File: config.mk
export PLATFORM = sky130hd
export DESIGN_NAME = activation_stream_fp16
export DESIGN_NICKNAME = d
export VERILOG_FILES = /design/src/rtl/activation_stream_fp16.sv
export SDC_FILE = /design/constraint.sdc
export NUM_CORES = 1
export LEC_CHECK = 0
export ABC_AREA = 1
export CAP_MARGIN = 40
export CORE_ASPECT_RATIO = 0.6
export CORE_UTILIZATION = 46
export DETAILED_ROUTE_END_ITERATION = 8
export GPL_ROUTABILITY_DRIVEN = 0
export MAX_ROUTING_LAYER = met4
export PLACE_DENSITY = 0.69
export SYNTH_ARGS = -nofsm -noshare
export SYNTH_HDL_FRONTEND = slang
export SYNTH_HIERARCHICAL = 1
export SYNTH_SLANG_ARGS = --single-unit
File: constraint.sdc
create_clock -name clk -period 6.8 [get_ports clk]
set_input_delay 1.02 -clock clk [delete_from_list [all_inputs] [get_ports clk]]
set_output_delay 1.02 -clock clk [all_outputs]
set_load 0.01 [all_outputs]
File: src/rtl/activation_stream_fp16.sv
// activation_stream_fp16: multi-lane FP16 activation (bypass / ReLU / leaky / clip)
// behind a 2-stage valid/ready pipeline, with frame tracking and a per-frame
// count of zero-valued outputs.

// Per-lane activation, purely combinational. Works on raw binary16 fields.
module act_lane #(
  parameter int LEAK_SHIFT = 3
) (
  input  logic [15:0] x_i,
  input  logic [1:0]  mode_i,
  input  logic [15:0] clip_i,
  output logic [15:0] y_o
);
  logic       sgn;
  logic [4:0] expo;
  logic [9:0] mant;
  logic       is_nan;

  // Activation select; NaN always passes, -Inf stays -Inf under leaky scaling
  always_comb begin
    sgn    = x_i[15];
    expo   = x_i[14:10];
    mant   = x_i[9:0];
    is_nan = (expo == 5'h1f) && (mant != 10'd0);
    y_o    = x_i;
    if (!is_nan) begin
      unique case (mode_i)
        2'b00: y_o = x_i;
        2'b01: if (sgn) y_o = 16'h0000;
        2'b10: begin
          // Scaling by 2^-LEAK_SHIFT is an exponent subtract; results that
          // would go denormal flush to +0 rather than being shifted.
          if (sgn && expo != 5'h1f) begin
            if (expo > 5'(LEAK_SHIFT)) y_o = {1'b1, expo - 5'(LEAK_SHIFT), mant};
            else                       y_o = 16'h0000;
          end
        end
        2'b11: begin
          if (sgn)                          y_o = 16'h0000;
          else if (x_i[14:0] > clip_i[14:0]) y_o = clip_i;
        end
      endcase
    end
  end
endmodule

module activation_stream_fp16 #(
  parameter int DATA_WIDTH = 16,
  parameter int LANES      = 4,
  parameter int H          = 10,
  parameter int W          = 10,
  parameter int CHANNELS   = 16,
  parameter int LEAK_SHIFT = 3
) (
  input  logic                               clk,
  input  logic                               rst,
  input  logic [1:0]                         mode,
  input  logic [15:0]                        clip_val,
  input  logic                               in_valid,
  output logic                               in_ready,
  input  logic [LANES*DATA_WIDTH-1:0]        in_data,
  output logic                               out_valid,
  input  logic                               out_ready,
  output logic [LANES*DATA_WIDTH-1:0]        out_data,
  output logic                               out_last,
  output logic [$clog2(H*W*CHANNELS+1)-1:0]  zero_count,
  output logic                               stat_valid
);
  localparam int FRAME_BEATS = H*W*CHANNELS/LANES;
  localparam int CW  = (FRAME_BEATS > 1) ? $clog2(FRAME_BEATS) : 1;
  localparam int BZW = $clog2(LANES+1);
  localparam int ZW  = $clog2(H*W*CHANNELS+1);
  localparam logic [CW-1:0] LAST_BEAT = CW'(FRAME_BEATS-1);

  // Handshake
  logic s1_valid_q, s2_valid_q;
  logic s1_adv, s2_adv, in_fire, out_fire;

  // Frame tracking and latched per-frame controls
  logic [CW-1:0] beat_cnt_q, beat_cnt_d;
  logic [1:0]    mode_q, mode_d;
  logic [15:0]   clip_q, clip_d;
  logic          frame_start, beat_last;
  logic [1:0]    cur_mode;
  logic [15:0]   cur_clip;

  // Pipeline payload
  logic [LANES-1:0][DATA_WIDTH-1:0] s1_data_q, act_y, s2_data_q;
  logic [1:0]    s1_mode_q;
  logic [15:0]   s1_clip_q;
  logic          s1_last_q, s2_last_q;
  logic [BZW-1:0] beat_zeros, s2_zeros_q;

  // Statistics
  logic [ZW-1:0] zero_acc_q, zero_acc_d, zero_count_q, zero_count_d;
  logic          stat_valid_q, stat_valid_d;

  assign s2_adv   = !s2_valid_q || out_ready;
  assign s1_adv   = !s1_valid_q || s2_adv;
  assign in_ready = s1_adv;
  assign in_fire  = in_valid && s1_adv;
  assign out_fire = s2_valid_q && out_ready;

  assign out_valid  = s2_valid_q;
  assign out_data   = s2_data_q;
  assign out_last   = s2_last_q;
  assign zero_count = zero_count_q;
  assign stat_valid = stat_valid_q;

  // Frame start uses the live controls so beat 0 already sees the new mode
  always_comb begin
    frame_start = (beat_cnt_q == '0);
    beat_last   = (beat_cnt_q == LAST_BEAT);
    cur_mode    = frame_start ? mode     : mode_q;
    cur_clip    = frame_start ? clip_val : clip_q;
    beat_cnt_d  = beat_cnt_q;
    mode_d      = mode_q;
    clip_d      = clip_q;
    if (in_fire) begin
      beat_cnt_d = beat_last ? '0 : beat_cnt_q + CW'(1);
      if (frame_start) begin
        mode_d = mode;
        clip_d = clip_val;
      end
    end
  end

  // Frame counter and latched controls
  always_ff @(posedge clk or posedge rst) begin
    if (rst) begin
      beat_cnt_q <= '0;
      mode_q     <= 2'b01;
      clip_q     <= 16'h4600;
    end else begin
      beat_cnt_q <= beat_cnt_d;
      mode_q     <= mode_d;
      clip_q     <= clip_d;
    end
  end

  // Stage 1: capture raw lanes with the controls that apply to this beat
  always_ff @(posedge clk or posedge rst) begin
    if (rst) begin
      s1_valid_q <= 1'b0;
      s1_data_q  <= '0;
      s1_mode_q  <= 2'b01;
      s1_clip_q  <= 16'h4600;
      s1_last_q  <= 1'b0;
    end else if (s1_adv) begin
      s1_valid_q <= in_valid;
      if (in_valid) begin
        s1_data_q <= in_data;
        s1_mode_q <= cur_mode;
        s1_clip_q <= cur_clip;
        s1_last_q <= beat_last;
      end
    end
  end

  // One activation unit per lane
  for (genvar i = 0; i < LANES; i++) begin : g_lane
    act_lane #(.LEAK_SHIFT(LEAK_SHIFT)) u_lane (
      .x_i    (s1_data_q[i]),
      .mode_i (s1_mode_q),
      .clip_i (s1_clip_q),
      .y_o    (act_y[i])
    );
  end

  // Count lanes whose result is +/-0 in this beat
  always_comb begin
    beat_zeros = '0;
    for (int i = 0; i < LANES; i++)
      beat_zeros = beat_zeros + BZW'(act_y[i][14:0] == 15'd0);
  end

  // Stage 2: output register; holds while downstream stalls
  always_ff @(posedge clk or posedge rst) begin
    if (rst) begin
      s2_valid_q <= 1'b0;
      s2_data_q  <= '0;
      s2_last_q  <= 1'b0;
      s2_zeros_q <= '0;
    end else if (s2_adv) begin
      s2_valid_q <= s1_valid_q;
      if (s1_valid_q) begin
        s2_data_q  <= act_y;
        s2_last_q  <= s1_last_q;
        s2_zeros_q <= beat_zeros;
      end
    end
  end

  // Zero accounting closes on the accepted last beat of each frame
  always_comb begin
    zero_acc_d   = zero_acc_q;
    zero_count_d = zero_count_q;
    stat_valid_d = 1'b0;
    if (out_fire) begin
      if (s2_last_q) begin
        zero_count_d = zero_acc_q + ZW'(s2_zeros_q);
        zero_acc_d   = '0;
        stat_valid_d = 1'b1;
      end else begin
        zero_acc_d = zero_acc_q + ZW'(s2_zeros_q);
      end
    end
  end

  // Statistics registers
  always_ff @(posedge clk or posedge rst) begin
    if (rst) begin
      zero_acc_q   <= '0;
      zero_count_q <= '0;
      stat_valid_q <= 1'b0;
    end else begin
      zero_acc_q   <= zero_acc_d;
      zero_count_q <= zero_count_d;
      stat_valid_q <= stat_valid_d;
    end
  end
endmodule
==> out/metrics.cfg <==
[clock_network]
path_clk_slew_ns = 0.07
cts_hold_buf = 0
cts.sinks = 185
clockRootBuffer = clkbuf_16
clockBufferDepth = 2
numCtsBuffers = 17
clock_latency_ns = 0.46
cts_max_level = 4
postCtsSetupRepairBufs = 0
cts_resized = 0
cts_tree = built

[synth]
syn-num-nets = 1832
synthDistinctLibCells = 36
synth-edff-count = 0
synth_commonest_cells = 637 x nand2_1, 229 x inv_1, 181 x dfrtp_1
async_flop_share_pct = 100
ys_ff_latch = 185
synth_cells = 1673
ys_seq_area_share_pct = 37.8
synth_area_leader_cell = dfrtp_1
synth_top_area_share_pct = 37.0
yosysMostFrequentCell = nand2_1
syn_area_sq_um = 12200
ys.flop_type = dfrtp_1
ys_warn_count = 6
syn_area_per_cell_sq_um = 7.32
synth_area_leaders = dfrtp_1 37%, nand2_1 20%, ha_1 7.3%, inv_1 7.0%, mux2_2 6.2%

[grt]
grt_pass1_wl_um = 55600
grt_use_total_pct = 27.2
grt-ovfl-total = 0
first_global_vias = 10200
antenna_found_initial = 0
grt_max_degree = 98

[sta]
setup_tns_ns = 0
clock.fmax_mhz = 221
slew_headroom_pct = 45.7
finalCritPeriodShare_pct = 66.6
min_period_ns = 4.53
setup_viol = 0
worst_pin_slew_ns = 0.812
whs_ns = 0.478
maxSlewViolCount = 0
hold_violations = 0
rsz0062_at_grt = false
skew_ns = 0.0144

[power_and_ir_drop]
power_frac_seq_pct = 40.1
ir_drop_uv = 144
p_int_uw = 2530
p_clk_share_pct = 26.5
cellLeakagePower_uw = 0.00734
power.switching_uw = 1320
swShare_pct = 34.2
powerDensity_nw_per_um2 = 262
p_comb_share_pct = 33.4

[placement]
portBuffers = 164
dpl.hpwl_um = 26400
placed_cells = 2147

[route]
num_vias = 11300
routed_via_density = 5.18
drc = 0
first_iter_violations = 937
drt_first_pass_iters = 5
wl_per_cell_um = 16.1
route.antenna.remaining_nets = 0
routed_wl_um = 35000

[min_path]
hp-class = reg -> reg

[critical_path]
path_class = reg -> reg
crit_fanout = 13
worstPathRequired_ns = 7.14
crit_path_start_kind = flip-flop
crit_arrival_ns = 4.86
setup.worst_path.end_class = flip-flop

[floorplanning]
die_h_um = 128
rows = 45
die_area_sq_um = 27300
die_x_um = 213
io_pins = 165
start_util_pct = 47.6
coreArea_sq_um = 25700

[final_layout]
finalNonFillerCells = 2177
diodes = 0
drive_gt1_share_pct = 8.55
nets = 1973
area_growth_pct = 19.9

[job]
cap_violations = 0

[outcome]
status = completed

## cell type report
cell class | count | area, sq um
fillers | 2446 | 11100
clock inverters | 7 | 119
inverters | 232 | 876
multi-input cells | 1208 | 6410
well taps | 352 | 440
clock buffers | 23 | 468
repair buffers | 170 | 1730
flip-flops and latches | 185 | 4630
## kinds of logic after synthesis
| logic type | count (synthesis) | share of synthesized area (%) |
|---|---|---|
| xor+xnor | 8 | 0.572 |
| flops | 185 | 37.8 |
| buf+inv | 280 | 9.85 |
| compound gates | 94 | 4.23 |
| fa+ha+maj | 73 | 7.58 |
| mux | 67 | 6.16 |
| simple gates | 966 | 33.8 |
## cell usage in the layout, fill, tap and decap left out, types with 2 or more instances in the layout
cell,Yosys,final
a21oi_1,42,42
clkbuf_8,4,2
nor3_1,8,8
nand3_2,5,5
ha_1,71,71
xor2_1,7,7
buf_12,0,2
o21ai_0,32,32
inv_2,3,3
nor2_1,90,90
dfstp_2,4,4
o31ai_1,4,4
o21ai_1,3,3
clkdlybuf4s50_1,0,164
mux2_2,67,67
nor4_1,12,12
fa_1,2,2
nand4_1,50,50
dfrtp_1,181,181
o22ai_1,4,4
buf_4,14,3
nor3_2,4,4
nand3b_1,3,3
clkbuf_1,5,4
inv_1,229,228
o21ai_2,8,8
nor2_4,4,4
nor2_2,7,7
nand2_1,637,635
clkbuf_16,0,17
nand3_1,127,127
nand2_2,16,18
clkinvlp_4,0,2
bufinv_16,0,3
clkinv_4,0,2
## layer usage
metal / vias to the layer above / part of all wire (%) / global-route usage [%]
li1: 5593 / - / -
met1: 5289 / 51 / 40.7
met2: 371 / 42 / 38.0
met3: 33 / 6.1 / 4.69
met4: 0 / 1.1 / 6.01
met5: - / 0 / -
## sequential cells by signal (all words and copies together) (netlist names), 2 cells and up
name and cells:
zero_count 11, mode_q 2, zero_acc_q 11, out_data 64
s1_data_q 64, beat_cnt_q 9, s2_zeros_q 3, clip_q 16
## final timing paths
check                                                from                        end  depth (start not counted)  slack, ns
worst min register to register  zero_count[6]$_DFFE_PP0P_  zero_count[6]$_DFFE_PP0P_                          2       0.48
min in group asynchronous                             rst  zero_count[0]$_DFFE_PP0P_                          2       1.03
max in group asynchronous                             rst      mode_q[0]$_DFFE_PP1P_                          3       4.73
worst min-delay path            zero_count[6]$_DFFE_PP0P_  zero_count[6]$_DFFE_PP0P_                          2       0.48
worst max-delay path               clip_q[14]$_DFFE_PP1P_  s2_zeros_q[1]$_DFFE_PP0P_                         18       2.27
worst max register to register     clip_q[14]$_DFFE_PP1P_  s2_zeros_q[1]$_DFFE_PP0P_                         18       2.27
## through the flow
stage	utilization, %	setup slack [ns]	total power, uW	instance area (sq um)
3_5_place_dp	54.8	2.40	2840	14100
2_1_floorplan	-	0.758	2270	12200
4_1_cts	57.0	2.38	3870	14700
5_1_grt	57.0	1.95	4090	14700
3_3_place_gp	54.6	2.59	2810	14000
6_report	57.0	2.27	3850	14700
## critical path, stage by stage (launching register included)
cell     delay, ns
dfstp_2       0.61
inv_1         0.09
ha_1          0.31
nand2_1       0.07
nor2_1        0.14
inv_1         0.06
nor2_2        0.15
nand4_2       0.29
nand3_2       0.32
nand2_1       0.09
nand3_1       0.09
nand2_1       0.09
nor4_1        0.38
nand4_1       0.36
fa_1          0.59
inv_1         0.05
ha_1          0.17
ha_1          0.29
mux2_2        0.26
## power groups by stage
| stage | Clock [uW] | Sequential [uW] | Combinational, uW |
|---|---|---|---|
| 2_1_floorplan | 0 | 1550 | 719 |
| 3_3_place_gp | 0 | 1560 | 1250 |
| 3_5_place_dp | 0 | 1560 | 1280 |
| 4_1_cts | 1040 | 1540 | 1290 |
| 5_1_grt | 1090 | 1570 | 1430 |
| 6_report | 1020 | 1540 | 1290 |
(Power assumes the default switching activity.)
